==> config.mk <==
export PLATFORM = sky130hd
export DESIGN_NAME = m2_block_writer
export DESIGN_NICKNAME = d
export VERILOG_FILES = /design/src/rtl/m2_block_writer.sv
export SDC_FILE = /design/constraint.sdc
export NUM_CORES = 1
export LEC_CHECK = 0
export BUFFER_PORTS_ARGS = -buffer_cell sky130_fd_sc_hd__buf_2
export CORE_MARGIN = 8
export CORE_UTILIZATION = 30
export CTS_BUF_LIST = sky130_fd_sc_hd__clkbuf_8
export CTS_CLUSTER_DIAMETER = 150
export CTS_CLUSTER_SIZE = 24
export DETAILED_ROUTE_END_ITERATION = 8
export GPL_TIMING_DRIVEN = 0
export PLACE_DENSITY_LB_ADDON = 0.05
export SLEW_MARGIN = 20
export SYNTH_ARGS = -nofsm -noshare
export SYNTH_HDL_FRONTEND = slang
export SYNTH_SLANG_ARGS = --single-unit
==> constraint.sdc <==
create_clock -name CLOCK_50_I -period 3.9 [get_ports CLOCK_50_I]
set_input_delay 0 -clock CLOCK_50_I [delete_from_list [all_inputs] [get_ports CLOCK_50_I]]
set_output_delay 0 -clock CLOCK_50_I [all_outputs]
set_load 0.005 [all_outputs]
==> src/rtl/m2_block_writer.sv <==
// m2_block_writer: packs a stream of 8-bit IDCT samples (64 per 8x8 block,
// row-major, blocks in raster order, segments Y/U/V) into 16-bit words and
// writes them to SRAM in the M1 input layout. All outputs are registered.
module m2_block_writer (
  input  logic        CLOCK_50_I,
  input  logic        reset,
  input  logic        m2w_start,
  input  logic        sample_valid,
  input  logic [7:0]  sample_data,
  output logic        sample_ready,
  output logic [17:0] SRAM_address,
  output logic [15:0] SRAM_write_data,
  output logic        SRAM_we_n,
  output logic        m2w_end
);

  localparam logic [1:0] S_IDLE = 2'd0;
  localparam logic [1:0] S_RUN  = 2'd1;
  localparam logic [1:0] S_DONE = 2'd2;

  localparam logic [17:0] U_BASE   = 18'd38400;
  localparam logic [17:0] V_BASE   = 18'd57600;
  localparam logic [17:0] WPR_Y    = 18'd160;
  localparam logic [17:0] WPR_UV   = 18'd80;
  localparam logic [17:0] BROW_Y   = 18'd1280;  // 8 rows of Y words
  localparam logic [17:0] BROW_UV  = 18'd640;   // 8 rows of U/V words
  localparam logic [5:0]  LCOL_Y   = 6'd39;
  localparam logic [5:0]  LCOL_UV  = 6'd19;

  logic [1:0]  state_q, state_d;
  logic        ready_q, ready_d;
  logic        we_n_q, we_n_d;
  logic        end_q, end_d;
  logic [17:0] addr_q, addr_d;
  logic [15:0] wdata_q, wdata_d;

  // Position counters. Addresses are tracked as running bases so that only
  // adders are needed: blkrow_base = start of current block row, block_base =
  // word 0 of current block, row_addr = word 0 of current row in the block.
  logic [1:0]  seg_q, seg_d;
  logic [4:0]  brow_q, brow_d;
  logic [5:0]  bcol_q, bcol_d;
  logic [2:0]  r_q, r_d;
  logic [1:0]  c_q, c_d;
  logic        odd_q, odd_d;
  logic [7:0]  held_q, held_d;
  logic [17:0] blkrow_base_q, blkrow_base_d;
  logic [17:0] block_base_q, block_base_d;
  logic [17:0] row_addr_q, row_addr_d;

  logic [17:0] wpr;
  logic [17:0] brow_step;
  logic [5:0]  last_col;
  logic        xfer;

  assign wpr       = (seg_q == 2'd0) ? WPR_Y  : WPR_UV;
  assign brow_step = (seg_q == 2'd0) ? BROW_Y : BROW_UV;
  assign last_col  = (seg_q == 2'd0) ? LCOL_Y : LCOL_UV;
  assign xfer      = sample_valid && ready_q;

  // Next-state: FSM, sample pairing, SRAM strobe and counter advance.
  always_comb begin
    state_d       = state_q;
    we_n_d        = 1'b1;
    end_d         = 1'b0;
    addr_d        = addr_q;
    wdata_d       = wdata_q;
    seg_d         = seg_q;
    brow_d        = brow_q;
    bcol_d        = bcol_q;
    r_d           = r_q;
    c_d           = c_q;
    odd_d         = odd_q;
    held_d        = held_q;
    blkrow_base_d = blkrow_base_q;
    block_base_d  = block_base_q;
    row_addr_d    = row_addr_q;
    case (state_q)
      S_IDLE: begin
        if (m2w_start) begin
          state_d       = S_RUN;
          seg_d         = 2'd0;
          brow_d        = 5'd0;
          bcol_d        = 6'd0;
          r_d           = 3'd0;
          c_d           = 2'd0;
          odd_d         = 1'b0;
          held_d        = 8'd0;
          blkrow_base_d = 18'd0;
          block_base_d  = 18'd0;
          row_addr_d    = 18'd0;
        end
      end
      S_RUN: begin
        if (xfer) begin
          if (!odd_q) begin
            held_d = sample_data;
            odd_d  = 1'b1;
          end else begin
            odd_d   = 1'b0;
            we_n_d  = 1'b0;
            addr_d  = row_addr_q + {16'd0, c_q};
            wdata_d = {held_q, sample_data};
            if (c_q != 2'd3) begin
              c_d = c_q + 2'd1;
            end else begin
              c_d = 2'd0;
              if (r_q != 3'd7) begin
                r_d        = r_q + 3'd1;
                row_addr_d = row_addr_q + wpr;
              end else begin
                r_d = 3'd0;
                if (bcol_q != last_col) begin
                  bcol_d       = bcol_q + 6'd1;
                  block_base_d = block_base_q + 18'd4;
                  row_addr_d   = block_base_q + 18'd4;
                end else begin
                  bcol_d = 6'd0;
                  if (brow_q != 5'd29) begin
                    brow_d        = brow_q + 5'd1;
                    blkrow_base_d = blkrow_base_q + brow_step;
                    block_base_d  = blkrow_base_q + brow_step;
                    row_addr_d    = blkrow_base_q + brow_step;
                  end else begin
                    brow_d = 5'd0;
                    if (seg_q == 2'd2) begin
                      state_d = S_DONE;
                    end else begin
                      // Jump to the next segment's base explicitly.
                      seg_d         = seg_q + 2'd1;
                      blkrow_base_d = (seg_q == 2'd0) ? U_BASE : V_BASE;
                      block_base_d  = (seg_q == 2'd0) ? U_BASE : V_BASE;
                      row_addr_d    = (seg_q == 2'd0) ? U_BASE : V_BASE;
                    end
                  end
                end
              end
            end
          end
        end
      end
      S_DONE: begin
        end_d   = 1'b1;
        state_d = S_IDLE;
      end
      default: state_d = S_IDLE;
    endcase
    ready_d = (state_d == S_RUN);
  end

  // State and output registers with asynchronous clear.
  always_ff @(posedge CLOCK_50_I or posedge reset) begin
    if (reset) begin
      state_q       <= S_IDLE;
      ready_q       <= 1'b0;
      we_n_q        <= 1'b1;
      end_q         <= 1'b0;
      addr_q        <= 18'd0;
      wdata_q       <= 16'd0;
      seg_q         <= 2'd0;
      brow_q        <= 5'd0;
      bcol_q        <= 6'd0;
      r_q           <= 3'd0;
      c_q           <= 2'd0;
      odd_q         <= 1'b0;
      held_q        <= 8'd0;
      blkrow_base_q <= 18'd0;
      block_base_q  <= 18'd0;
      row_addr_q    <= 18'd0;
    end else begin
      state_q       <= state_d;
      ready_q       <= ready_d;
      we_n_q        <= we_n_d;
      end_q         <= end_d;
      addr_q        <= addr_d;
      wdata_q       <= wdata_d;
      seg_q         <= seg_d;
      brow_q        <= brow_d;
      bcol_q        <= bcol_d;
      r_q           <= r_d;
      c_q           <= c_d;
      odd_q         <= odd_d;
      held_q        <= held_d;
      blkrow_base_q <= blkrow_base_d;
      block_base_q  <= block_base_d;
      row_addr_q    <= row_addr_d;
    end
  end

  assign sample_ready    = ready_q;
  assign SRAM_we_n       = we_n_q;
  assign m2w_end         = end_q;
  assign SRAM_address    = addr_q;
  assign SRAM_write_data = wdata_q;

endmodule

==> results of run 1 <==
-- metal layers --
layer	part of all wire, %	wire length (microns)
met1	48	9580
met2	47	9540
met3	3.9	782
met4	1.1	227
met5	0	0
-- final timing paths --
check | end | cells past startpoint
max | row_addr_q[13] | 11
min | odd_q | 4
max reg2reg | row_addr_q[13] | 11
min reg2reg | held_q[5] | 2
max in group asynchronous | SRAM_we_n | 4
min in group asynchronous | row_addr_q[10] | 3
-- sequential cells by signal (all words and copies together) (netlist names) --
name / count
row_addr_q: 18
SRAM_write_data: 16
block_base_q: 18
m2w_end: 1
blkrow_base_q: 18
held_q: 8
seg_q: 2
odd_q: 1
state_q: 2
sample_ready: 1
SRAM_address: 18
SRAM_we_n: 1
bcol_q: 6
brow_q: 5
r_q: 3
c_q: 2
-- power groups by stage --
stage	logic (uW)	clock network, uW	registers (uW)
after CTS	1020	1260	1650
after floorplan	646	0	1650
after global placement	983	0	1660
final	996	1220	1640
after global routing	1130	1320	1680
after detailed placement	1010	0	1670
-- per-stage QoR --
step,instance area (sq um),TNS [ps]
2_1_floorplan,6830,0
3_3_place_gp,7430,-114900
3_5_place_dp,7460,0
4_1_cts,7960,0
5_1_grt,7960,0
6_report,7960,0
-- what timing repair did --
| item | in CTS | in global routing |
|---|---|---|
| hold buffers | 9 | 0 |
| setup endpoints to repair | 0 | 1 |
| endpoints found under the hold margin | 102 | 0 |
-- final cells by class --
class	instances	share of cell area, %
buffer	46	3.08
clock buffer	17	2.94
clock inverter	15	2.23
inverter	20	1.04
multi-input combinational	558	44.0
sequential	120	37.7
tap	285	4.48
timing repair buffer	58	4.50
-- cell families after synthesis --
kind of cell               after synthesis
and+or+nand+nor                        295
AOI/OAI and AO/OA                      182
DFF                                    120
buffers and inverters                   67
xor gates and xnor gates                38
muxes                                   26
adders and majority gates               17
-- worst max-delay path: stages, from the launching register on --
cell and delay (ps):
sky130_fd_sc_hd__dfrtp_1 380, sky130_fd_sc_hd__inv_1 120, sky130_fd_sc_hd__ha_1 180, sky130_fd_sc_hd__buf_6 150, sky130_fd_sc_hd__inv_1 120, sky130_fd_sc_hd__ha_1 400
sky130_fd_sc_hd__a21o_1 220, sky130_fd_sc_hd__a221oi_2 530, sky130_fd_sc_hd__nor3b_1 190, sky130_fd_sc_hd__mux2_2 290, sky130_fd_sc_hd__a2bb2oi_1 290, sky130_fd_sc_hd__o311ai_0 190
-- layout by cell type (no fill, tap or decap), types with 8 or more instances in the layout --
master,count
sky130_fd_sc_hd__nor4_1,8
sky130_fd_sc_hd__o21ai_0,87
sky130_fd_sc_hd__clkbuf_8,17
sky130_fd_sc_hd__nand2_1,112
sky130_fd_sc_hd__dfrtp_1,119
sky130_fd_sc_hd__inv_1,19
sky130_fd_sc_hd__xor2_1,18
sky130_fd_sc_hd__nand3_1,36
sky130_fd_sc_hd__a21oi_1,26
sky130_fd_sc_hd__and3_1,14
sky130_fd_sc_hd__buf_2,59
sky130_fd_sc_hd__nor3_1,14
sky130_fd_sc_hd__clkbuf_1,24
sky130_fd_sc_hd__nor2_1,42
sky130_fd_sc_hd__xnor2_1,20
sky130_fd_sc_hd__mux2_2,19
sky130_fd_sc_hd__ha_1,16
sky130_fd_sc_hd__nand4_1,13
sky130_fd_sc_hd__a22o_1,9
sky130_fd_sc_hd__dlygate4sd3_1,9
sky130_fd_sc_hd__and2_1,12
==> results.cfg, run 1 <==
[global_route]
grt_start_max_net_pins = 66
grtUsageMet1_pct = 19.5
gr-max-usage-layer = met2
grt_pass1_vias = 5835
met2_usage_pct = 24.4
gr-total-overflow = 0
use_met3_pct = 3.45
first_pass_grt_wire_length_mm = 32.8
initial_antenna_violation_count = 0
track_usage_pct = 14.9

[die]
fp.dieArea_sq_um = 27900
die-height_microns = 167
io_pins = 49
rows = 55
initial_standard_cell_utilization_of_the_core_pct = 30.4
core_area_sq_um = 22500
die_w_microns = 167

[job]
drv.max_cap_violation_count = 0

[synth]
syn_area_per_cell_sq_um = 9.17
synth.distinct_cells = 70
ys_seq_area_share_pct = 44.0
synth_top_cell_by_area = sky130_fd_sc_hd__dfrtp_1
yosysMostFrequentCell = sky130_fd_sc_hd__dfrtp_1
compound_gate_portion_of_the_synthesized_area_pct = 16.6
main_combinational_cell_family_by_area_after_synthesis = simple AND/OR/NAND/NOR gates
area_fraction_of_the_dominant_cell_type_after_synthesis_pct = 43.6
netlist_instances = 745
ys_ff_latch = 120
synth-async-reset-ratio_pct = 100
xor_xnor_share_of_the_synthesized_area_pct = 4.87
netlist_top_cells_count = 119 x sky130_fd_sc_hd__dfrtp_1, 112 x sky130_fd_sc_hd__nand2_1, 87 x sky130_fd_sc_hd__o21ai_0
synthFlopType = sky130_fd_sc_hd__dfrtp_1
synthSimpleGateAreaFrac_pct = 22.4
netlist_top_cells_area = sky130_fd_sc_hd__dfrtp_1 44%, sky130_fd_sc_hd__o21ai_0 6.4%, sky130_fd_sc_hd__nand2_1 6.2%, sky130_fd_sc_hd__mux2_2 3.1%, sky130_fd_sc_hd__ha_1 2.9%
yosys_warnings = 0
yosys-mux-area-fraction_pct = 4.23
synth_edf_count = 0
post_synthesis_cell_area_sq_um = 6830
yosys.area_share.adder_pct = 3.22
total_nets_after_synthesis = 774

[pwr]
internal_power_uw = 2520
ir_worst_vdd_uv = 195
relative_contribution_of_the_clock_network_to_total_power_pct = 31.6
pwr-share-seq_pct = 42.6
total_switching_power_uw = 1340
power_leakage_uw = 0.00354
combinationalPowerShare_pct = 25.8
power_switching_share_pct = 34.6
total_power_consumption_of_the_routed_design_uw = 3860
power_density_nw_per_um2 = 485

[worst_setup_path]
worst_setup_path_end_kind = register
setup_slack_on_the_worst_flop_to_flop_path_ps = 710
worst_setup_path_class = register to register
path_max_fanout = 9
crit_arrival_ps = 3500
critical_path.reg2reg.startpoint = seg_q[0]
worstSetupStartpointType = register
critPathRequiredTime_ps = 4210
worstSetupStartpoint = seg_q[0]

[clocking]
post_cts_resize_count = 0
cts_setup_buffers = 0
clk_root_buffer_cell = sky130_fd_sc_hd__clkbuf_8
clkSlewWorstSetupHoldPaths_ps = 90
worst_skew_pair_later_pin_latency_ps = 450
cts-buffers-inserted = 17
h-tree-depth = 4
tritoncts = yes
cts_sink_count = 120
cts-root-to-sink-buffers = 2

[placement]
hpwl_detailed_mm = 14.9
gp_routability_congestion = 0.851
placed_cells_incl_taps = 1079
port_buffers = 48
dp_worst_setup_slack_ps = 274

[layout]
nNetsFinal = 850
final_layout_size_suffix_gt1_share_pct = 17.0
final-seq-area_sq_um = 3000
fillCellCount = 2314
multi_input_area_sq_um = 3500
finish.utilization_pct = 35.4
syn_to_final_growth_pct = 16.5
stdcell_count = 1119
antenna_cells = 0

[timing]
setup_slack_after_layout_ps = 711
relSlewSlack_pct = 48.9
timing.fmax_mhz = 314
finalMaxSlewViolations = 0
timing_hold_violations_final = 0
worst_slack_on_hold_paths_ps = 42.4
timing.final.setup_violations = 0
max_slew.worst_pin.slew_ps = 762
min_period_ps = 3190
grt_setup_unrepaired = no
timing.final.crit_share_pct = 81.8
layout_skew_ps = 15.7

[route]
drt.antenna.violating_nets = 0
post_drt_via_cell_ratio = 5.14
wl_mm = 20.1
drc_violation_count_after_routing = 0
drt-initial-drc-count = 361
detail_route.wl_per_cell_microns = 18.0
via_count = 5752
detail_route.first_pass.iterations = 4

[run_status]
status = completed

[worst_hold_path]
hp-class = input pin to register
hp-start = sample_valid
Note: power is estimated with default switching activity, not from simulation.
==> run 2: changes to the inputs <==
==> constraint.sdc (replaced) <==
create_clock -name CLOCK_50_I -period 2.8 [get_ports CLOCK_50_I]
set_input_delay 0 -clock CLOCK_50_I [delete_from_list [all_inputs] [get_ports CLOCK_50_I]]
set_output_delay 0 -clock CLOCK_50_I [all_outputs]
set_load 0.005 [all_outputs]
==> run 2 against run 1 <==
Effect of this change: via count up 1.7%; combinational power up 49%; sequential share of layout area down 1.7 points; worst setup slack worse by 630 ps; clock skew up 0.63 ps; clock power up 29%; wire length up 3.4%; highest routed layer unchanged; flip-flop and latch count unchanged; critical endpoint is now row_addr_q[15]; power up 39%.
==> results.cfg, run 2 (same netlist as run 1, synthesis figures left out) <==
[global_route]
grt_start_max_net_pins = 34
first_pass_grt_wire_length_mm = 33.8
gr-total-overflow = 0
initial_antenna_violation_count = 0
grt_pass1_vias = 5950
track_usage_pct = 15.3

[worst_setup_path]
path_max_fanout = 10
crit_arrival_ps = 3120
critical_path.max_stage_delay_ps = 550
critical_path_buf_inv_count = 4
worst_setup_path_class = register to register
critical_path.top_delay_family = simple AND/OR/NAND/NOR gates
cp_slowest_cell = sky130_fd_sc_hd__or4_4
worst_setup_path_end_kind = register
critPathRequiredTime_ps = 3200
crit_path_cell_trace = inv_2 -> ha_4 -> buf_6 -> buf_4 -> buf_12 -> xor2_1 -> ha_2 -> a221oi_4 -> or4_4 -> a32oi_2 -> nand2_1 -> nand3_1
worstSetupStartpointType = register

[die]
die_w_microns = 167
core_area_sq_um = 22500
fp.dieArea_sq_um = 27900
rows = 55
die-height_microns = 167
initial_standard_cell_utilization_of_the_core_pct = 30.4
io_pins = 49

[route]
drc_violation_count_after_routing = 0
post_drt_via_cell_ratio = 5.15
detail_route.wl_per_cell_microns = 18.3
drt.antenna.violating_nets = 0
wl_mm = 20.8
via_count = 5850
drt-initial-drc-count = 352
detail_route.first_pass.iterations = 4

[placement]
gp_routability_congestion = 0.855
hpwl_detailed_mm = 15.3
port_buffers = 48
dp_worst_setup_slack_ps = -539

[clocking]
clk_root_buffer_cell = sky130_fd_sc_hd__clkbuf_8
cts-buffers-inserted = 17
cts_sink_count = 120
h-tree-depth = 4
worst_skew_pair_later_pin_latency_ps = 460
clkSlewWorstSetupHoldPaths_ps = 90
tritoncts = yes
cts-root-to-sink-buffers = 2

[pwr]
ir_worst_vdd_uv = 325
total_power_consumption_of_the_routed_design_uw = 5350
power_leakage_uw = 0.00365
power_density_nw_per_um2 = 642

[layout]
antenna_cells = 0
fillCellCount = 2302
final_cell_mix = 119 x sky130_fd_sc_hd__dfrtp_1, 110 x sky130_fd_sc_hd__nand2_1, 80 x sky130_fd_sc_hd__o21ai_0
syn_to_final_growth_pct = 21.9
final_layout_size_suffix_gt1_share_pct = 22.1
finish.utilization_pct = 37.0
nNetsFinal = 867
layout.cells.most_common = sky130_fd_sc_hd__dfrtp_1
multi_input_area_sq_um = 3720
final-seq-area_sq_um = 3000

[timing]
setup_slack_after_layout_ps = 82.8
setup-tns-final_ps = 0
grt_setup_unrepaired = yes
max_slew.worst_pin.slew_ps = 725
timing.final.crit_share_pct = 97.0
timing_hold_violations_final = 0
min_period_ps = 2720
finalMaxSlewViolations = 0
relSlewSlack_pct = 51.2
timing.final.setup_violations = 0
layout_skew_ps = 16.3
timing.fmax_mhz = 368
worst_slack_on_hold_paths_ps = 56.5

[worst_hold_path]
hp-class = input pin to register

[run_status]
status = completed

[job]
drv.max_cap_violation_count = 0
run 2: repair_timing:
action | 4_1_cts | 5_1_grt
setup buffers | 6 | 6
endpoints found under the setup margin | 24 | 28
resized for setup | 26 | 36
hold buffers | 10 | 0
gates cloned | 0 | 1
hold endpoints to repair | 81 | 0
pin swaps | 5 | 13
run 2: final timing paths:
| check | startpoint | endpoint | cells past startpoint | slack [ps] |
|---|---|---|---|---|
| hold reg to reg | SRAM_address[9] | SRAM_address[9] | 2 | 480 |
| setup / recovery | seg_q[0] | row_addr_q[15] | 12 | 80 |
| hold / removal | m2w_start | state_q[0] | 3 | 60 |
| min in group asynchronous | reset | bcol_q[1] | 3 | 130 |
| max in group asynchronous | reset | SRAM_we_n | 5 | 1880 |
| setup reg to reg | seg_q[0] | row_addr_q[15] | 12 | 80 |
run 2: through the flow:
stage                     std cells  cell area (sq um)
after floorplan                 745               6840
after global placement         1078               7430
after detailed placement       1082               7510
after CTS                      1130               8170
after global routing           1136               8330
final                          1136               8330
run 2: worst min-delay path, cell delays in order:
cell	delay, ps
sky130_fd_sc_hd__buf_2	90
sky130_fd_sc_hd__o21ai_0	200
sky130_fd_sc_hd__a21oi_1	170
run 2: final cells by class:
| type | instances | area share (%) |
|---|---|---|
| Clock buffer | 17 | 2.81 |
| Buffer | 46 | 3.19 |
| Timing Repair Buffer | 75 | 6.19 |
| Clock inverter | 15 | 1.77 |
| Tap cell | 285 | 4.28 |
| Sequential cell | 120 | 36.1 |
| Multi-Input combinational cell | 558 | 44.7 |
| Inverter | 20 | 0.992 |
run 2: routing by layer:
| layer | global-route usage (%) | routed length, microns | vias up |
|---|---|---|---|
| met5 | 0 | 0 | - |
| met4 | 3.49 | 158 | 0 |
| met3 | 3.59 | 691 | 10 |
| met2 | 25.4 | 9940 | 79 |
| met1 | 19.9 | 10000 | 2910 |
| li1 | - | - | 2851 |
run 2: where the power goes:
group	leakage [uW]	internal (uW)	switching (uW)
Clock	0.000187	664	910
Sequential	0.00157	2080	216
Combinational	0.00189	663	812
Total	0.00365	3410	1940
